`src/rtl/gpr_pkg.sv`:
```
// Shared definitions for the GPR access controller: op codes, register
// indices and controller state encoding.
package gpr_pkg;

  typedef enum logic [1:0] {
    OP_NOP = 2'd0,
    OP_RD  = 2'd1,
    OP_WR  = 2'd2,
    OP_RSW = 2'd3
  } op_e;

  localparam logic [3:0] REG_AX  = 4'd0;
  localparam logic [3:0] REG_BX  = 4'd1;
  localparam logic [3:0] REG_CX  = 4'd2;
  localparam logic [3:0] REG_DX  = 4'd3;
  localparam logic [3:0] REG_SI  = 4'd4;
  localparam logic [3:0] REG_DI  = 4'd5;
  localparam logic [3:0] REG_BP  = 4'd6;
  localparam logic [3:0] REG_SP  = 4'd7;
  localparam logic [3:0] REG_AX1 = 4'd8;
  localparam logic [3:0] REG_AX2 = 4'd9;
  localparam logic [3:0] REG_AX3 = 4'd10;
  localparam logic [3:0] REG_AX4 = 4'd11;
  localparam logic [3:0] REG_AX5 = 4'd12;
  localparam logic [3:0] REG_AX6 = 4'd13;
  localparam logic [3:0] REG_AX7 = 4'd14;
  localparam logic [3:0] REG_F   = 4'd15;

  typedef enum logic [1:0] {
    ST_IDLE  = 2'd0,
    ST_READ  = 2'd1,
    ST_WRITE = 2'd2,
    ST_RESP  = 2'd3
  } state_e;

endpackage

```
`src/rtl/gpr_strobe_timer.sv`:
```
// Down-counter that times the GPR read strobe window; done_o marks the
// final cycle of the window.
module gpr_strobe_timer #(
  parameter int unsigned WAIT = 2
) (
  input  logic clk,
  input  logic rst,
  input  logic load_i,
  input  logic en_i,
  output logic done_o
);

  localparam int unsigned CW = (WAIT > 1) ? $clog2(WAIT) : 1;

  logic [CW-1:0] cnt_q, cnt_d;

  always_comb begin
    cnt_d = cnt_q;
    if (load_i) begin
      cnt_d = CW'(WAIT - 1);
    end else if (en_i && (cnt_q != '0)) begin
      cnt_d = cnt_q - CW'(1);
    end
  end

  always_ff @(posedge clk) begin
    if (rst) begin
      cnt_q <= '0;
    end else begin
      cnt_q <= cnt_d;
    end
  end

  assign done_o = en_i && (cnt_q == '0);

endmodule

```
`src/rtl/gpr_access_ctrl.sv`:
```
// Initiator-side GPR controller: accepts one RD/WR/RSW/NOP command, sequences
// the GPR rd/wr strobes and returns a response over a valid/ready channel.
module gpr_access_ctrl
  import gpr_pkg::*;
#(
  parameter int unsigned DATA_W  = 14,
  parameter int unsigned ADDR_W  = 12,
  parameter int unsigned REG_W   = 4,
  parameter int unsigned RD_WAIT = 2,
  parameter bit          F_LOCK  = 1'b1
) (
  input  logic                 clk,
  input  logic                 rst,
  input  logic                 req_valid,
  output logic                 req_ready,
  input  logic [1:0]           req_op,
  input  logic [REG_W-1:0]     req_dst,
  input  logic [3*REG_W-1:0]   req_src,
  input  logic [DATA_W-1:0]    req_data,
  output logic                 rsp_valid,
  input  logic                 rsp_ready,
  output logic [DATA_W-1:0]    rsp_data,
  output logic                 rsp_err,
  output logic [ADDR_W-1:0]    gpr_address_in,
  output logic [ADDR_W-1:0]    gpr_address_out,
  output logic [DATA_W-1:0]    gpr_data_in,
  input  logic [DATA_W-1:0]    gpr_data_out,
  output logic                 gpr_rd,
  output logic                 gpr_wr
);

  localparam int unsigned SRC_PAD = ADDR_W - 3 * REG_W;
  localparam int unsigned DST_SHL = ADDR_W - REG_W;

  state_e              state_q, state_d;
  op_e                 op_q;
  op_e                 req_op_e;
  logic [REG_W-1:0]    dst_q;
  logic [ADDR_W-1:0]   addr_in_q;
  logic [ADDR_W-1:0]   addr_out_q;
  logic [DATA_W-1:0]   data_in_q;
  logic [DATA_W-1:0]   rsp_data_q;
  logic                rsp_err_q;
  logic                accept;
  logic                lock_hit;
  logic                rd_done;
  logic                timer_load;

  assign req_op_e   = op_e'(req_op);
  assign accept     = req_valid && (state_q == ST_IDLE);
  assign lock_hit   = F_LOCK && (dst_q == REG_W'(REG_F));
  assign timer_load = accept && ((req_op_e == OP_RD) || (req_op_e == OP_RSW));

  gpr_strobe_timer #(
    .WAIT (RD_WAIT)
  ) u_timer (
    .clk    (clk),
    .rst    (rst),
    .load_i (timer_load),
    .en_i   (state_q == ST_READ),
    .done_o (rd_done)
  );

  always_ff @(posedge clk) begin
    if (rst) begin
      state_q <= ST_IDLE;
    end else begin
      state_q <= state_d;
    end
  end

  always_comb begin
    state_d = state_q;
    case (state_q)
      ST_IDLE: begin
        if (req_valid) begin
          case (req_op_e)
            OP_NOP:  state_d = ST_RESP;
            OP_WR:   state_d = ST_WRITE;
            default: state_d = ST_READ;
          endcase
        end
      end
      ST_READ: begin
        if (rd_done) begin
          state_d = (op_q == OP_RSW) ? ST_WRITE : ST_RESP;
        end
      end
      ST_WRITE: state_d = ST_RESP;
      ST_RESP: begin
        if (rsp_ready) begin
          state_d = ST_IDLE;
        end
      end
      default: state_d = ST_IDLE;
    endcase
  end

  // Strobes decode straight from state so a reset edge drops them next cycle.
  always_comb begin
    req_ready = (state_q == ST_IDLE);
    rsp_valid = (state_q == ST_RESP);
    gpr_rd    = (state_q == ST_READ);
    gpr_wr    = (state_q == ST_WRITE) && !lock_hit;
  end

  always_ff @(posedge clk) begin
    if (rst) begin
      op_q       <= OP_NOP;
      dst_q      <= '0;
      addr_in_q  <= '0;
      addr_out_q <= '0;
      data_in_q  <= '0;
      rsp_data_q <= '0;
      rsp_err_q  <= 1'b0;
    end else begin
      case (state_q)
        ST_IDLE: begin
          if (accept) begin
            op_q       <= req_op_e;
            dst_q      <= req_dst;
            addr_in_q  <= ADDR_W'(req_dst) << DST_SHL;
            addr_out_q <= ADDR_W'(req_src) << SRC_PAD;
            case (req_op_e)
              OP_NOP: rsp_data_q <= '0;
              OP_WR: begin
                rsp_data_q <= req_data;
                data_in_q  <= req_data;
              end
              default: ;
            endcase
          end
        end
        ST_READ: begin
          if (rd_done) begin
            rsp_data_q <= gpr_data_out;
            if (op_q == OP_RSW) begin
              data_in_q <= gpr_data_out;
            end
          end
        end
        ST_WRITE: rsp_err_q <= lock_hit;
        ST_RESP: begin
          if (rsp_ready) begin
            rsp_err_q <= 1'b0;
          end
        end
        default: ;
      endcase
    end
  end

  assign gpr_address_in  = addr_in_q;
  assign gpr_address_out = addr_out_q;
  assign gpr_data_in     = data_in_q;
  assign rsp_data        = rsp_data_q;
  assign rsp_err         = rsp_err_q;

endmodule

```
`config.mk`:
```
export PLATFORM = sky130hd
export DESIGN_NAME = gpr_access_ctrl
export DESIGN_NICKNAME = d
export VERILOG_FILES = /design/src/rtl/gpr_pkg.sv /design/src/rtl/gpr_strobe_timer.sv /design/src/rtl/gpr_access_ctrl.sv
export SDC_FILE = /design/constraint.sdc
export NUM_CORES = 1
export LEC_CHECK = 0
export ABC_CLOCK_PERIOD_IN_PS = 2400
export CORE_MARGIN = 5
export CORE_UTILIZATION = 42
export CTS_BUF_LIST = sky130_fd_sc_hd__clkbuf_2 sky130_fd_sc_hd__clkbuf_4 sky130_fd_sc_hd__clkbuf_8
export DETAILED_ROUTE_END_ITERATION = 6
export PLACE_DENSITY = 0.83
export SYNTH_ARGS = -nofsm -noshare
export SYNTH_HDL_FRONTEND = slang
export SYNTH_SLANG_ARGS = --single-unit
```
`constraint.sdc`:
```
create_clock -name clk -period 2.4 [get_ports clk]
set_input_delay 0.72 -clock clk [delete_from_list [all_inputs] [get_ports clk]]
set_output_delay 0.72 -clock clk [all_outputs]
set_load 0.005 [all_outputs]
```
=== After elaboration in Yosys (flattened, before gate mapping) ===
Cells that the tools add are included.

* Register bits: 50
* Bits of input ports: 50
* Output and inout port bits: 57
* Word-level logic and storage cells: 61

* $add $sub $neg: 1
* Eq/ne operators: 15
* Mux-type cells: 19
* Bitwise gates (word level): 1
* Reductions and logical operators: 17

{| class="wikitable"
|+ Operator list
! kind !! count
|-
| 14-bit two-way mux || 6
|-
| 14-bit one-hot mux with 2 select lines || 3
|-
| 2-bit equality test (second input constant) || 5
|-
| 2-bit one-hot mux with 4 select lines || 1
|-
| 2-bit two-way mux || 3
|-
| 2-bit by 1-bit inequality test with 1-bit output (second input constant) || 3
|-
| 2-bit inequality test (second input constant) || 3
|-
| 2-bit nonzero test || 3
|-
| 1-bit logical AND || 5
|-
| 5-bit AND reduction || 1
|-
| 2-bit by 1-bit equality test with 1-bit output (second input constant) || 2
|-
| 4-bit equality test (second input constant) || 1
|-
| 2-bit logical NOT || 2
|-
| 1-bit two-way mux || 4
|-
| 2-bit one-hot mux with 2 select lines || 1
|-
| 2-bit AND reduction || 2
|-
| 4-bit AND reduction || 1
|-
| 3-bit by 1-bit inequality test with 1-bit output (second input constant) || 1
|-
| 3-bit AND reduction || 1
|-
| 1-bit one-hot mux with 2 select lines || 1
|-
| 1-bit logical NOT || 1
|-
| 1-bit logical OR || 1
|-
| 1-bit inverter || 1
|-
| 1-bit subtractor (second input constant) || 1
|}

=== Depth between registers and ports, before layout ===
Gate-level depths: netlist of run 1.

* Depth after elaboration: 4
* Depth in mapped cells: 8
* Depth with buffers taken out: 6

=== Modules after synthesis ===
From an unflattened synthesis of run 1, not the netlist that was laid out.

* Cell total of the unflattened synthesis: 255
* Area total of the unflattened synthesis: 2,268.4 µm²

{| class="wikitable"
|+ Modules (own cells, without submodules)
! module !! times used !! cells an instance !! area an instance (µm²) !! sequential area each (µm²)
|-
| gpr_access_ctrl || 1 || 250 || 2,223.4 || 980.9
|-
| gpr_strobe_timer || 1 || 5 || 45.0 || 20.0
|}

=== Worst setup path after synthesis of run 1 ===
Ideal clock, no wire load.

* Path kind: register -> register
* Start: reg state_q[0]
* End: reg data_in_q[13], in the netlist gpr_data_in[13]
* Setup time: 0.080 ns
* Arrival: 1.914 ns
* Setup slack: 0.406 ns
* Cell stages (with the launch flop): 9
* Cell sequence: dfxtp_1 > inv_1 > ha_1 > buf_6 > nand2b_4 > a2111oi_4 > buf_6 > nor2_1 > a211oi_2

* Word-level cells in the longest chain between the ends: 4
* Elaborated cells between the ends (all ways): 11
* Those cells by class: eq/ne: 5; mux: 1; reduce/logical: 5

{| class="wikitable"
|+ Ends and longest elaborated chain
! item !! line !! text
|-
| start, declared || gpr_access_ctrl.sv:35 || <nowiki>state_e state_q, state_d;</nowiki>
|-
| start signal, assigned || gpr_access_ctrl.sv:68 || <nowiki>state_q <= state_d;</nowiki>
|-
| 2-bit logical NOT * || - ||
|-
| via req_ready || gpr_access_ctrl.sv:15 || <nowiki>output logic req_ready,</nowiki>
|-
| 1-bit logical AND || gpr_access_ctrl.sv:50 || <nowiki>assign accept = req_valid && (state_q == ST_IDLE);</nowiki>
|-
| 2-bit by 1-bit inequality test with 1-bit output (no line) || - ||
|-
| 5-bit AND reduction (no line) || - ||
|-
| end signal, assigned || gpr_access_ctrl.sv:128 || <nowiki>data_in_q <= req_data;</nowiki>
|-
| end signal, assigned || gpr_access_ctrl.sv:138 || <nowiki>data_in_q <= gpr_data_out;</nowiki>
|-
| end, declared || gpr_access_ctrl.sv:41 || <nowiki>logic [DATA_W-1:0] data_in_q;</nowiki>
|}

Mark *: on every way through the listed nets, which the timed path passes. The rest lies on a longest branch.
A chain may end at the register's enable or synchronous reset.

=== Final worst setup path of run 1 ===
* Start: reg state_q[1]
* End: out req_ready

* Word-level cells in the longest chain between the ends: 1

{| class="wikitable"
|+ Ends and longest elaborated chain
! item !! line !! text
|-
| 2-bit logical NOT || gpr_access_ctrl.sv:101 || <nowiki>req_ready = (state_q == ST_IDLE);</nowiki>
|-
| end, declared || gpr_access_ctrl.sv:15 ||
|}

Every way passes these cells.

==> results_tabular.tex, run 1 <==
\begin{tabular}{lr}
\hline
Metric & Value \\
\hline
\multicolumn{2}{l}{\textbf{Setup path}} \\
Required time of the critical path & 1680 ps \\
Category of the most critical setup path & flop to output port \\
Cell with the largest stage delay on the worst path & sky130\_fd\_sc\_hd\_\_clkdlybuf4s50\_1 \\
Endpoint kind of the worst setup timing path & output port \\
Cells traversed along the worst timing path & inv\_1, ha\_2, clkdlybuf4s50\_1 \\
Startpoint Class & flop \\
Count of buffering cells on the critical path with inverters included & 2 \\
Arr. time, crit path & 1620 ps \\
Largest delay contributor family on the critical path & buffers and inverters \\
Number of cells on the worst reg-to-reg path & 8 \\
CP max stage delay & 530 ps \\
RR Startpoint & state\_q[1] \\
Setup slack, reg-to-reg & 430 ps \\
Worst r2r dst & gpr\_data\_in[13] \\
Critical path fanouts, max & 8 \\
\multicolumn{2}{l}{\textbf{Route}} \\
Routed vias & 2135 \\
Detailed-route DRC error count & 0 \\
Post-detailed-routing wire length & 5.948 mm \\
Routed Antenna Nets & 0 \\
Starting DRC count in detailed routing & 122 \\
First-pass detailed-route iteration total & 4 \\
Wire per inst & 14.03 µm \\
Mean number of vias per cell & 5.035 \\
\multicolumn{2}{l}{\textbf{Floorplanning}} \\
I/O pins & 107 \\
Die Wd & 83.90 µm \\
Starting utilization of the core area & 42.43\% \\
Row count & 27 \\
Total Die Area & 0.007038 mm² \\
Core Footprint & 0.005405 mm² \\
Floorplan die height & 83.90 µm \\
\multicolumn{2}{l}{\textbf{GRT}} \\
Total gr overflow & 0 \\
Vias in the first global route & 2113 \\
Wire length of the first global-routing pass & 9.998 mm \\
Global routing usage summed across all routing layers & 17.03\% \\
Number of antenna violations at the first check in global routing & 0 \\
Largest net degree at the start of global routing & 29 \\
\multicolumn{2}{l}{\textbf{Run status}} \\
Outcome & finished, final reports clean \\
\multicolumn{2}{l}{\textbf{STA}} \\
Total Negative Setup Slacks & 0 ps \\
Setup repair after global routing missed its margin & yes \\
Worst slew slack as a fraction of its limit & 60.19\% \\
Final worst setup slack & 55.23 ps \\
Final setup violation count & 0 \\
Hold\_ws & 456.0 ps \\
Clock skew & 8.557 ps \\
Max Clock Freq & 426.5 MHz \\
Post-layout min period & 2345 ps \\
Post-route fraction of the period consumed by the critical path & 97.70\% \\
Worst-margin pin slew & 595.7 ps \\
Hold Violations, Final & 0 \\
Max Slew Vio Count & 0 \\
\multicolumn{2}{l}{\textbf{Synth}} \\
Number of distinct standard cells referenced by the synthesized netlist & 29 \\
Async set or reset register ratio after synthesis & 0\% \\
Number of enable-type register cells in the synthesized netlist & 0 \\
Count of state elements after synthesis & 50 \\
Dominant register cell in the synthesized netlist & sky130\_fd\_sc\_hd\_\_dfxtp\_1 \\
Count of mapped cells out of synthesis & 255 \\
Synthesized area & 0.002293 mm² \\
Mapped Avg Cell Area & 8.994 µm² \\
Yosys warnings & 0 \\
Seq/Total Area, Yosys & 43.64\% \\
\multicolumn{2}{l}{\textbf{Layout}} \\
Final core utilization & 63.96\% \\
Share of post-route cells with drive strength above 1 & 9.091\% \\
Non-filler instance count after layout & 424 \\
Number of antenna repair diodes & 0 \\
Most common cell after layout, fill and taps aside & sky130\_fd\_sc\_hd\_\_clkdlybuf4s50\_1 \\
Final-stage net count & 407 \\
Commonest cells after routing, fill and taps aside & 97 x sky130\_fd\_sc\_hd\_\_clkdlybuf4s50\_1, 49 x sky130\_fd\_sc\_hd\_\_dfxtp\_1, 38 x sky130\_fd\_sc\_hd\_\_nand2\_1 \\
Layout overhead on the synthesized area & 50.74\% \\
\multicolumn{2}{l}{\textbf{Placed design}} \\
GP Congestion & 0.8503 \\
Detailed placer's ending HPWL & 4.501 mm \\
Post-Place Cells & 416 \\
Number of buffers inserted by port buffering & 98 \\
Worst-case setup slack after placement & 3.132 ps \\
\multicolumn{2}{l}{\textbf{Pwr}} \\
Internal power summed over all cells & 2494 µW \\
Proportion of power drawn by flip-flops and latches & 32.3\% \\
Net load switching power & 1450 µW \\
Worst voltage drop across the vdd grid & 0.0004541 V \\
Leakage power summed over all cells & 0.001245 µW \\
Combinational group share of total power & 54.5\% \\
Fraction of power spent switching nets & 36.78\% \\
Portion of total power attributed to the clock network & 13.2\% \\
Total power per unit cell area & 1141 mW/mm² \\
\multicolumn{2}{l}{\textbf{Clock tree}} \\
Maximum buffer depth of the clock tree & 2 \\
Buffers inserted by post-CTS timing repair & 0 \\
TritonCTS clock tree & yes \\
Clk sink count & 50 \\
Clk pin slew, worst setup/hold paths & 90 ps \\
Buffer cell driving the clock tree root & sky130\_fd\_sc\_hd\_\_clkbuf\_8 \\
Insertion delay to the later sink of the worst-skew pair & 300 ps \\
CTS H-Tree Depth & 2 \\
\# hold bufs at CTS & 0 \\
Total clock buffers created by CTS & 5 \\
\multicolumn{2}{l}{\textbf{Worst hold path}} \\
Launch instance of the worst min-delay path & gpr\_address\_out[0] \\
Cell count of the worst hold path & 2 \\
Hold crit path type & flop to flop \\
WHS Endpoint & gpr\_address\_out[0] \\
\multicolumn{2}{l}{\textbf{Run}} \\
Count of max-cap constraint violations & 0 \\
\hline
\end{tabular}
[sequential cells by signal, summed over array words and instances, names as in the netlist]
signal           count
gpr_data_in         14
rsp_data            14
gpr_address_out     12
dst_q                4
op_q                 2
state_q              2
rsp_err              1
u_timer.cnt_q        1
[synthesized netlist by cell type, types with 4 or more instances]
master | instances | area [µm²]
sky130_fd_sc_hd__dfxtp_1 | 50 | 1001
sky130_fd_sc_hd__nand2_1 | 38 | 142.6
sky130_fd_sc_hd__nor2_1 | 31 | 116.4
sky130_fd_sc_hd__a211oi_1 | 23 | 172.7
sky130_fd_sc_hd__a21oi_1 | 22 | 110.1
sky130_fd_sc_hd__mux2i_1 | 16 | 160.2
sky130_fd_sc_hd__a22oi_1 | 13 | 97.59
sky130_fd_sc_hd__clkbuf_1 | 12 | 45.04
sky130_fd_sc_hd__buf_4 | 9 | 67.56
sky130_fd_sc_hd__a211oi_2 | 6 | 75.07
sky130_fd_sc_hd__ha_1 | 6 | 75.07
sky130_fd_sc_hd__and2_1 | 4 | 25.02
[worst register-to-register path, delay by kind of cell, from the launching register on]
kind / cells / cell delay (ps)
and+or+nand+nor: 1 / 140
AOI/OAI and AO/OA: 3 / 590
adders and majority gates: 1 / 200
DFF: 1 / 340
buffers and inverters: 3 / 570
[power groups by stage]
stage	combinational, µW	sequential [µW]	clock (µW)
2_1_floorplan	1200	1300	0
3_3_place_gp	2100	1290	0
3_5_place_dp	2160	1290	0
4_1_cts	2170	1280	539
5_1_grt	2370	1320	579
6_report	2150	1270	521
[area by class of cell]
cell class                      instances  area, µm²
Inverter                                3      11.26
Fill cell                             454       1948
Clock inverter                          3      28.78
Timing Repair Buffer                  108       1089
Sequential cell                        50       1002
Clock buffer                            5      68.82
Tap cell                               72      90.09
Multi-Input combinational cell        183       1167
[metal layers]
| layer | GRT usage [%] | wire [µm] | vias up |
|---|---|---|---|
| li1 | - | - | 1069 |
| met1 | 20.06 | 2495 | 973 |
| met2 | 29.50 | 2813 | 83 |
| met3 | 5.528 | 548 | 10 |
| met4 | 4.825 | 90 | 0 |
| met5 | 0 | 0 | - |
[cells by family (layout without fill, tap and decap cells)]
logic type,after synthesis,count (layout),synth area share (%)
fa+ha+maj,6,6,3.273
flops,50,50,43.64
simple gates,84,84,16.04
compound gates,69,69,22.86
buf+inv,29,119,7.037
other cells,1,8,0.1635
mux,16,16,6.983
[metrics by stage]
stage	power, µW	instance area (µm²)
3_3_place_gp	3390	3353
6_report	3944	3457
4_1_cts	3990	3455
2_1_floorplan	2504	2320
3_5_place_dp	3456	3353
5_1_grt	4262	3457
[timing repair]
| item | in CTS | in global routing |
|---|---|---|
| setup endpoints to repair | 2 | 2 |
| gates cloned | 0 | 0 |
| resized for setup | 2 | 1 |
| endpoints found under the hold margin | 0 | 0 |
[worst max-delay path by stage]
stage               start               to  slack [ps]  cells past startpoint
2_1_floorplan  state_q[0]  gpr_data_in[13]         410                      8
3_3_place_gp    req_valid  gpr_data_in[12]         120                      6
3_5_place_dp    req_op[0]      rsp_data[1]           3                      7
4_1_cts        state_q[0]           gpr_wr          20                      4
5_1_grt        state_q[1]        req_ready         -50                      3
6_report       state_q[1]        req_ready          60                      3
No activity file was read; power rests on OpenSTA's default activity.
==> run 2, diff against run 1 <==
--- a/config.mk
+++ b/config.mk
@@ -6,6 +6,7 @@
 export NUM_CORES = 1
 export LEC_CHECK = 0
 export ABC_CLOCK_PERIOD_IN_PS = 2400
+export CAP_MARGIN = 30
 export CORE_MARGIN = 5
 export CORE_UTILIZATION = 42
 export CTS_BUF_LIST = sky130_fd_sc_hd__clkbuf_2 sky130_fd_sc_hd__clkbuf_4 sky130_fd_sc_hd__clkbuf_8
@@ -14,3 +15,4 @@
 export SYNTH_ARGS = -nofsm -noshare
 export SYNTH_HDL_FRONTEND = slang
 export SYNTH_SLANG_ARGS = --single-unit
+export TNS_END_PERCENT = 1
==> results of run 2 <==
The final DEF is identical to that of run 1; final timing and power are the same.
